`config.mk`:
```
export PLATFORM = sky130hd
export DESIGN_NAME = data_mem_stage_flat
export DESIGN_NICKNAME = d
export VERILOG_FILES = /design/src/rtl/data_mem_stage_pkg.sv /design/src/rtl/data_mem_stage_if.sv /design/src/rtl/data_mem_stage_data_ram.sv /design/src/rtl/data_mem_stage.sv /design/src/flat_wrapper.sv
export SDC_FILE = /design/constraint.sdc
export NUM_CORES = 2
export LEC_CHECK = 0
export CELL_PAD_IN_SITES_DETAIL_PLACEMENT = 0
export CELL_PAD_IN_SITES_GLOBAL_PLACEMENT = 1
export CORE_UTILIZATION = 49
export CTS_BUF_LIST = sky130_fd_sc_hd__clkbuf_16
export DETAILED_ROUTE_END_ITERATION = 10
export MAX_ROUTING_LAYER = met4
export PLACE_DENSITY = 0.72
export SETUP_SLACK_MARGIN = 0.2
export SYNTH_ARGS = -nofsm -noshare
export SYNTH_HDL_FRONTEND = slang
export SYNTH_HIERARCHICAL = 1
export SYNTH_SLANG_ARGS = --single-unit
```
`constraint.sdc`:
```
create_clock -name clk -period 3.7 [get_ports clk]
set_input_delay 0.925 -clock clk [delete_from_list [all_inputs] [get_ports clk]]
set_output_delay 0.925 -clock clk [all_outputs]
set_load 0.005 [all_outputs]
```
`src/rtl/data_mem_stage_pkg.sv`:
```
// Shared types and constants for the data memory pipeline stage.
package data_mem_stage_pkg;
  localparam int DATA_W        = 32;
  localparam int REG_W         = 5;
  localparam int CNT_W         = 16;
  localparam int DEPTH_DEFAULT = 64;

  typedef enum logic [1:0] {
    ST_IDLE = 2'd0,
    ST_LOAD = 2'd1,
    ST_HOLD = 2'd2
  } state_t;
endpackage

```
`src/rtl/data_mem_stage_if.sv`:
```
// Upstream operation and writeback channels of the data memory stage.
interface data_mem_stage_if;
  import data_mem_stage_pkg::*;

  // Both channels: a beat transfers on a rising edge where valid && ready;
  // valid must not depend on ready, and payload is held while valid && !ready.
  logic              in_valid;
  logic              in_ready;
  logic [DATA_W-1:0] alu_result;
  logic [DATA_W-1:0] store_data;
  logic              MemRead;
  logic              MemWrite;
  logic              MemtoReg;
  logic              RegWrite;
  logic [REG_W-1:0]  write_reg;

  logic              out_valid;
  logic              out_ready;
  logic [DATA_W-1:0] wb_data;
  logic [REG_W-1:0]  wb_reg;
  logic              wb_RegWrite;
  logic              fault;

  modport master (
    output in_valid, alu_result, store_data, MemRead, MemWrite, MemtoReg,
           RegWrite, write_reg, out_ready,
    input  in_ready, out_valid, wb_data, wb_reg, wb_RegWrite, fault
  );

  modport slave (
    input  in_valid, alu_result, store_data, MemRead, MemWrite, MemtoReg,
           RegWrite, write_reg, out_ready,
    output in_ready, out_valid, wb_data, wb_reg, wb_RegWrite, fault
  );
endinterface

```
`src/rtl/data_mem_stage_data_ram.sv`:
```
// Single-port word RAM: synchronous write, registered read, contents not reset.
module data_ram
  import data_mem_stage_pkg::*;
#(
  parameter int DEPTH = DEPTH_DEFAULT
) (
  input  logic                     clk,
  input  logic                     en,
  input  logic                     we,
  input  logic [$clog2(DEPTH)-1:0] addr,
  input  logic [DATA_W-1:0]        wdata,
  output logic [DATA_W-1:0]        rdata
);
  logic [DATA_W-1:0] mem [DEPTH];

  // rdata only updates on a read so a returning load word survives a later write.
  always_ff @(posedge clk) begin
    if (en) begin
      if (we) begin
        mem[addr] <= wdata;
      end else begin
        rdata <= mem[addr];
      end
    end
  end
endmodule

```
`src/rtl/data_mem_stage.sv`:
```
// MEM stage: executes loads/stores against a local RAM and registers the writeback bundle.
module data_mem_stage
  import data_mem_stage_pkg::*;
#(
  parameter int DEPTH = DEPTH_DEFAULT
) (
  input  logic             clk,
  input  logic             rst_n,
  data_mem_stage_if.slave  bus,
  output logic [CNT_W-1:0] access_count,
  output state_t           dbg_state
);
  localparam int AW = $clog2(DEPTH);
  localparam logic [DATA_W-1:0] HI_MASK = {DATA_W{1'b1}} << (AW + 2);

  state_t state, state_n;

  logic              accept, mem_op, addr_fault, do_load, do_store, out_free;
  logic              ld_imm, ld_out, ld_side, hold_out;
  logic [DATA_W-1:0] ram_rdata, load_value;

  logic              out_valid_q, wb_regwrite_q, fault_q;
  logic [DATA_W-1:0] wb_data_q, side_data;
  logic [REG_W-1:0]  wb_reg_q;

  logic [REG_W-1:0]  p_reg;
  logic              p_regwrite, p_memtoreg;
  logic [DATA_W-1:0] p_alu;

  assign out_free     = !out_valid_q || bus.out_ready;
  assign bus.in_ready = (state == ST_IDLE) && out_free;
  assign accept       = bus.in_valid && bus.in_ready;

  assign mem_op     = bus.MemRead || bus.MemWrite;
  assign addr_fault = mem_op && ((bus.alu_result[1:0] != 2'b00) ||
                                 ((bus.alu_result & HI_MASK) != '0) ||
                                 (bus.MemRead && bus.MemWrite));
  assign do_load    = accept && bus.MemRead  && !addr_fault;
  assign do_store   = accept && bus.MemWrite && !addr_fault;
  assign load_value = p_memtoreg ? ram_rdata : p_alu;

  data_ram #(.DEPTH(DEPTH)) u_ram (
    .clk   (clk),
    .en    (do_load || do_store),
    .we    (do_store),
    .addr  (bus.alu_result[AW+1:2]),
    .wdata (bus.store_data),
    .rdata (ram_rdata)
  );

  always_ff @(posedge clk or negedge rst_n) begin
    if (!rst_n) state <= ST_IDLE;
    else        state <= state_n;
  end

  // HOLD parks the returning read word if the output register is still occupied.
  always_comb begin
    state_n  = state;
    ld_imm   = 1'b0;
    ld_out   = 1'b0;
    ld_side  = 1'b0;
    hold_out = 1'b0;
    case (state)
      ST_IDLE: begin
        if (do_load)     state_n = ST_LOAD;
        else if (accept) ld_imm  = 1'b1;
      end
      ST_LOAD: begin
        if (out_free) begin
          ld_out  = 1'b1;
          state_n = ST_IDLE;
        end else begin
          ld_side = 1'b1;
          state_n = ST_HOLD;
        end
      end
      ST_HOLD: begin
        if (bus.out_ready) begin
          hold_out = 1'b1;
          state_n  = ST_IDLE;
        end
      end
      default: state_n = ST_IDLE;
    endcase
  end

  always_ff @(posedge clk or negedge rst_n) begin
    if (!rst_n) begin
      p_reg      <= '0;
      p_regwrite <= 1'b0;
      p_memtoreg <= 1'b0;
      p_alu      <= '0;
      side_data  <= '0;
    end else begin
      if (do_load) begin
        p_reg      <= bus.write_reg;
        p_regwrite <= bus.RegWrite;
        p_memtoreg <= bus.MemtoReg;
        p_alu      <= bus.alu_result;
      end
      if (ld_side) side_data <= load_value;
    end
  end

  always_ff @(posedge clk or negedge rst_n) begin
    if (!rst_n) begin
      out_valid_q   <= 1'b0;
      wb_data_q     <= '0;
      wb_reg_q      <= '0;
      wb_regwrite_q <= 1'b0;
      fault_q       <= 1'b0;
    end else if (ld_imm) begin
      // Non-loads and faulting accesses both report alu_result.
      out_valid_q   <= 1'b1;
      wb_data_q     <= bus.alu_result;
      wb_reg_q      <= bus.write_reg;
      wb_regwrite_q <= bus.RegWrite && !addr_fault;
      fault_q       <= addr_fault;
    end else if (ld_out || hold_out) begin
      out_valid_q   <= 1'b1;
      wb_data_q     <= ld_out ? load_value : side_data;
      wb_reg_q      <= p_reg;
      wb_regwrite_q <= p_regwrite;
      fault_q       <= 1'b0;
    end else if (out_valid_q && bus.out_ready) begin
      out_valid_q   <= 1'b0;
    end
  end

  always_ff @(posedge clk or negedge rst_n) begin
    if (!rst_n) begin
      access_count <= '0;
    end else if ((do_store || ld_out || ld_side) && (access_count != '1)) begin
      access_count <= access_count + CNT_W'(1);
    end
  end

  assign bus.out_valid   = out_valid_q;
  assign bus.wb_data     = wb_data_q;
  assign bus.wb_reg      = wb_reg_q;
  assign bus.wb_RegWrite = wb_regwrite_q;
  assign bus.fault       = fault_q;
  assign dbg_state       = state;
endmodule
```
`src/flat_wrapper.sv`:
```
// flat-port wrapper written by rule: the top's interface ports become plain ports
module data_mem_stage_flat import data_mem_stage_pkg::*;
#(
  parameter int DEPTH = DEPTH_DEFAULT
)
  (clk, rst_n, access_count, dbg_state, bus_in_valid, bus_alu_result, bus_store_data, bus_MemRead, bus_MemWrite, bus_MemtoReg, bus_RegWrite, bus_write_reg, bus_out_ready, bus_in_ready, bus_out_valid, bus_wb_data, bus_wb_reg, bus_wb_RegWrite, bus_fault);
  data_mem_stage_if bus_i ();
  input  logic clk;
  input  logic rst_n;
  output logic [CNT_W-1:0] access_count;
  output state_t dbg_state;
  input wire logic [$bits(bus_i.in_valid)-1:0] bus_in_valid;
  input wire logic [$bits(bus_i.alu_result)-1:0] bus_alu_result;
  input wire logic [$bits(bus_i.store_data)-1:0] bus_store_data;
  input wire logic [$bits(bus_i.MemRead)-1:0] bus_MemRead;
  input wire logic [$bits(bus_i.MemWrite)-1:0] bus_MemWrite;
  input wire logic [$bits(bus_i.MemtoReg)-1:0] bus_MemtoReg;
  input wire logic [$bits(bus_i.RegWrite)-1:0] bus_RegWrite;
  input wire logic [$bits(bus_i.write_reg)-1:0] bus_write_reg;
  input wire logic [$bits(bus_i.out_ready)-1:0] bus_out_ready;
  output wire logic [$bits(bus_i.in_ready)-1:0] bus_in_ready;
  output wire logic [$bits(bus_i.out_valid)-1:0] bus_out_valid;
  output wire logic [$bits(bus_i.wb_data)-1:0] bus_wb_data;
  output wire logic [$bits(bus_i.wb_reg)-1:0] bus_wb_reg;
  output wire logic [$bits(bus_i.wb_RegWrite)-1:0] bus_wb_RegWrite;
  output wire logic [$bits(bus_i.fault)-1:0] bus_fault;
  assign bus_i.in_valid = bus_in_valid;
  assign bus_i.alu_result = bus_alu_result;
  assign bus_i.store_data = bus_store_data;
  assign bus_i.MemRead = bus_MemRead;
  assign bus_i.MemWrite = bus_MemWrite;
  assign bus_i.MemtoReg = bus_MemtoReg;
  assign bus_i.RegWrite = bus_RegWrite;
  assign bus_i.write_reg = bus_write_reg;
  assign bus_i.out_ready = bus_out_ready;
  assign bus_in_ready = bus_i.in_ready;
  assign bus_out_valid = bus_i.out_valid;
  assign bus_wb_data = bus_i.wb_data;
  assign bus_wb_reg = bus_i.wb_reg;
  assign bus_wb_RegWrite = bus_i.wb_RegWrite;
  assign bus_fault = bus_i.fault;
  data_mem_stage #(.DEPTH(DEPTH)) u_core (.clk(clk), .rst_n(rst_n), .bus(bus_i), .access_count(access_count), .dbg_state(dbg_state));
endmodule
```
After elaboration in Yosys (flattened, before gate mapping)
Memory sizes are Yosys's and may differ from the RTL's. A register that Yosys moved wholly into a read port is not among the register bits.
Cells that the tools add are included.

storage, ports and cells
  flip-flop bits (word level) = 129
  bits in writable memories = 2048
  memories kept = 1

cells by class
  add/sub/neg operators = 1
  equal/unequal tests = 5
  mux-type cells = 29
  bitwise logic cells = 1
  reduce and logical (&&, ||, !) cells = 28

memory list
  memory            words  width  rd ports  clocked after memory_dff  wr ports  line                           text
  u_core.u_ram.mem  64     32     1         1                         1         data_mem_stage_data_ram.sv:14  logic [DATA_W-1:0] mem [DEPTH];

operators with widths
  operator               number
  $mux 32                4
  $reduce_bool 32->1     1
  $mux 1                 19
  $add 16x1->16 const B  1
  $ne 16x16->1 const B   1
  $logic_and 1x1->1      11
  $mux 5                 2
  $logic_or 1x1->1       8
  $mux 2                 3
  $pmux 2 s3             1
  $reduce_and 2->1       2
  $reduce_bool 2->1      2
  $reduce_bool 3->1      1
  $eq 2x1->1 const B     1
  $eq 2x2->1 const B     1
  $logic_not 1->1        2
  $logic_not 2->1        1
  $ne 2x1->1 const B     1
  $ne 2x2->1 const B     1
  $not 1->1              1

Logic depth before layout (Yosys ltp)
  depth after elaboration = 9
  mapped depth = 12

By module
Netlist, hierarchy kept.

by module, submodules not included
  module          times used  cells each  area each (µm²)  sequential area each (µm²)
  data_ram        1           4436        78496.5          62459.9
  data_mem_stage  1           568         5840.6           3228.1

Least setup slack after synthesis
No wires, ideal clock.

  kind = input to register
  from = in bus_alu_result[23]
  to = mem u_core.u_ram.mem[15][0], enable pin
  setup time = 0.421 ns
  data arrival time = 3.969 ns
  required time = 3.279 ns
  path slack = -0.690 ns
  cell stages on the path = 8
  cells stage by stage = nor4_1 nand3_1 nor4_2 buf_2 or2_1 and3_1 nand2_1 nor2_1

on the way
  longest elaborated chain between the ends = 9

RTL lines
  element                                            line                                                 text
  from (decl)                                        flat_wrapper.sv:13                                   input wire logic [$bits(bus_i.alu_result)-1:0] bus_alu_result;
  $reduce_bool 32->1 (*)                             data_mem_stage.sv:36                                 ((bus.alu_result & HI_MASK) != '0) ||
  $logic_or 1x1->1 (*)                               data_mem_stage.sv:35                                 assign addr_fault = mem_op && ((bus.alu_result[1:0] != 2'b00) ||
  $logic_or 1x1->1 (*)                               data_mem_stage.sv:36
  $logic_and 1x1->1 (*)                              data_mem_stage.sv:35
  $logic_not 1->1 (*)                                data_mem_stage.sv:38, data_mem_stage.sv:39
  $logic_and 1x1->1 (on tied branches)               data_mem_stage.sv:39, data_mem_stage.sv:38
  $mux 1 / $logic_or 1x1->1 (equally long branches)  data_mem_stage_data_ram.sv:19, data_mem_stage.sv:44
  $mux 1 (*)                                         data_mem_stage_data_ram.sv:18                        if (en) begin
  $mux 1 (implied by the code) (*)                   data_mem_stage_data_ram.sv:20                        mem[addr] <= wdata;
  to (decl)                                          data_mem_stage_data_ram.sv:14

Mark *: on every way between the ends. The rest lies on a longest branch, timed or not.

==> run summary <==
The routed design has 259 mm of wire. The worst setup path is launched from a primary input. The part of the cycle the worst path needs is 98.8%. The instance area after placement came out at 95400 um2. The final route contains 51900 vias.

The worst register-to-register path has a depth of 7. At the later pin of the worst-skew pair, clock insertion delay measures 0.88 ns. The CTS clock-pin slew for the worst setup and hold paths came out at 0.06 ns. The critical path's top delay family is compound AO/OA/AOI/OAI gates. STA puts the critical path data arrival time at 4.18 ns. The via count of the first global-routing pass is 49300.

The total I/O pin count is 136. The average cell area after synthesis is 16.9 um2. The die area is 174000 um2. The count of flip-flops with a built-in enable after synthesis is 2080. The proportion of register bits with asynchronous set or reset after synthesis is 5.84%. The switching share of total power came out at 22.5%.

The setup skew after layout came out at 0.0425 ns. The number of buffers and inverters on the critical path came out at 5. The sequential fraction of design power came out at 52.7%. The placeable core area came out at 170000 um2. The worst setup path is captured at a register.

The post-synthesis cell type count came out at 66. The count of warnings emitted by yosys came out at 6. In this run the critical register-to-register path is captured at u_core/u_ram/rdata[29].

The clock sink total came out at 2209. The number of nets in the synthesized netlist is 5082. The level count of the clock H-tree came out at 4. Ranked by total cell area, the synthesized netlist is headed by edfxtp_1, a22oi_1, dfrtp_1. The worst-case hold slack is 0.0784 ns. Of the total power, combinational logic draws 6.5%. After detailed routing, the number of remaining DRC violations is 0. At the pin with the least slew margin, the transition time is 1.31 ns.

The vias per cell came out at 6.29. For this run, the leading register cell type out of synthesis is edfxtp_1. The global router's overall resource usage is 30.4%. The width of the die is 417 um. The most common cell after layout, fill and taps aside is edfxtp_1. The top cell types in the final layout, fill and taps aside, are edfxtp_1, buf_4, a22oi_1. The first-pass detailed-route iteration total came out at 6.

The routed wire length per instance is 31.3 um. The critical path goes through clkdlybuf4s50_1 -> buf_12 -> and3b_1 -> buf_4 -> nand2_1 -> buf_12 -> o22ai_1 -> a2111oi_0 -> buf_4 -> o2111ai_1. The starting utilization of the core area came out at 49.5%. The share of Yosys cell area claimed by the top area cell type is 74.1%. The number of flip-flops and latches in the synthesized netlist came out at 2209. The number of filler cells placed in the layout is 12500. The number of buffers inserted during clock tree synthesis is 214. In this run the tightest slew margin relative to its limit is 10.3%.

The start of the worst register-to-register path is u_core/u_ram/mem[63][29]. The min-delay analysis places its worst path in the category in2async. The cell taking the most area after synthesis is edfxtp_1. Per report_power, the clock group accounts for 40.8% of the total. The count of instances resized after the clock tree is built is 0. The critical path required time is 4.22 ns. Setup violations remaining at the end of the flow were counted as 0. The tree is rooted in a clkbuf_16. The sequential share of the synthesized area is 77.9%. The floorplan row count is 151. The maximum fanout encountered on the critical timing path is 14. The worst stage delay on the critical path came out at 1.14 ns.

The ratio of cells with drive above 1 in the final layout is 21.2%. The clock passes through at most 3 buffers. The run finished with clean final reports. Power spread over the standard cell area amounts to 509 nW/um2.

The first global-routing pass estimated 363 mm of wire. The cell-internal power is 0.0404 W. The violation count after the first detailed-route iteration is 7309. The global-route congestion overflow total is 0. The remaining antenna violation count after routing came out at 0.

The achievable frequency came out at 274 MHz. After technology mapping, the gate count stands at 5004. The worst setup path is of the in2reg kind. The area overhead of the layout relative to synthesis came out at 21.5%.

The die extent in y is 417 um. The max-slew violation total from the final report is 0. The count of buffers added by post-CTS timing repair for setup came out at 0. The number of flip-flops under the largest register name came out at 2048. The maximum number of pins on one net before global-route repair is 72. Across the VDD grid, the largest voltage drop is 0.412 mV. The port buffer count is 135. The switching power of the nets is 0.0117 W. The register with the most flip-flops is u_core/u_ram/mem. Setup repair after global routing left no endpoint under its margin.

The clock period could shrink to 3.65 ns. The tool flagged a number of max-cap violations equal to 0. The static leakage power came out at 34.4 nW. After the last flow step, the layout net total stands at 5782. The count of hold-fix buffers inserted at cts is 0.

The minimum setup slack among reg-to-reg paths is 0.68 ns. The final count of hold timing violations is 0. The post-synthesis cell area came out at 84300 um2. The slowest stage of the critical path belongs to the cell a2111oi_0.

The placer's final routability congestion estimate is 0.950. The estimated wirelength of the detail-placed design came out at 170 mm. The number of antenna violations at the first check in global routing is 31.

The area of all placed cells without fillers is 102000 um2. TritonCTS built the clock tree.
[metrics by stage]
step	cells	total power, W	setup TNS, ns	util [%]	worst slack (ns)
after floorplan	5004	0.0292	0	-	0.0716
after global placement	7783	0.0313	-613.68	56.0	-0.640
after detailed placement	7783	0.0313	-635.28	56.0	-0.625
after CTS	8179	0.0523	0	60.1	0.284
after global routing	8246	0.0534	0	60.2	0.202
final	8253	0.0521	0	60.2	0.0451
[layout make-up]
| type | instances | area [um2] | share of cell area (%) |
|---|---|---|---|
| Clock buffer | 215 | 5380 | 5.25 |
| Multi-Input combinational cell | 2418 | 17800 | 17.3 |
| Tap cell | 2295 | 2870 | 2.80 |
| Inverter | 11 | 42.5 | 0.0415 |
| Sequential cell | 2209 | 65700 | 64.1 |
| Clock inverter | 181 | 1490 | 1.45 |
| Antenna cell | 74 | 185 | 0.181 |
| Timing Repair Buffer | 850 | 9040 | 8.83 |
[power groups by stage]
| stage | sequential (W) | clock, W | combinational [W] |
|---|---|---|---|
| 6_report | 0.0274 | 0.0213 | 0.00339 |
| 5_1_grt | 0.0274 | 0.0224 | 0.00352 |
| 4_1_cts | 0.0274 | 0.0215 | 0.00334 |
| 3_5_place_dp | 0.0280 | 0 | 0.00332 |
| 3_3_place_gp | 0.0280 | 0 | 0.00330 |
| 2_1_floorplan | 0.0280 | 0 | 0.00124 |
[worst max path at each step]
| stage | start | end | slack [ns] | cells past startpoint |
|---|---|---|---|---|
| 2_1_floorplan | bus_alu_result[3] | u_core/u_ram/mem[0][0] | 0.07 | 7 |
| 4_1_cts | bus_alu_result[6] | u_core/u_ram/rdata[29] | 0.28 | 10 |
| 3_3_place_gp | bus_alu_result[6] | u_core/u_ram/rdata[29] | -0.64 | 10 |
| 6_report | bus_alu_result[6] | u_core/u_ram/rdata[29] | 0.05 | 10 |
| 3_5_place_dp | bus_alu_result[6] | u_core/u_ram/rdata[29] | -0.63 | 10 |
| 5_1_grt | bus_alu_result[6] | u_core/u_ram/rdata[29] | 0.20 | 10 |
[cell usage after synthesis, types with 17 or more instances]
| cell type | count |
|---|---|
| a221oi_1 | 167 |
| nor4_1 | 19 |
| nor3_1 | 51 |
| a211oi_1 | 17 |
| or3_1 | 30 |
| mux2i_1 | 274 |
| o22ai_1 | 245 |
| o221ai_1 | 21 |
| a22o_1 | 29 |
| a22oi_1 | 477 |
| nor2b_1 | 39 |
| nand2_1 | 183 |
| a21oi_1 | 114 |
| nand3_1 | 17 |
| mux2_2 | 73 |
| clkbuf_1 | 225 |
| a31oi_1 | 77 |
| edfxtp_1 | 2080 |
| buf_2 | 67 |
| nor2_1 | 228 |
| o21ai_0 | 98 |
| o22a_1 | 30 |
| o211ai_1 | 46 |
| dfrtp_1 | 129 |
| buf_1 | 56 |
[layer usage]
layer	GRT usage, %	share of wire (%)	vias to the layer above
li1	-	-	22000
met5	-	0	-
met1	42.7	40	26700
met3	5.63	10	365
met2	44.2	46	2900
met4	11.4	3.6	0
[logic make-up (layout without fill, tap and decap cells)]
kind of cell               after synthesis  after routing  synth area share (%)
DFF                                   2209           2209                  77.9
xor gates and xnor gates                14             14                 0.145
muxes                                  368            368                  4.61
other                                    0             74                     0
and+or+nand+nor                        629            629                  3.47
adders and majority gates                1              1                0.0148
AOI/OAI and AO/OA                     1406           1406                  12.0
buffers and inverters                  377           1257                  1.90
[worst reg2reg max path: stages, from the launching register on]
cell and delay, ns:
edfxtp_1 0.37, mux2i_1 0.17, o22ai_1 0.10, a31oi_1 0.16, a21oi_1 0.27, a2111oi_0 1.09, buf_4 0.26, o2111ai_1 0.27
(Power assumes the default switching activity.)
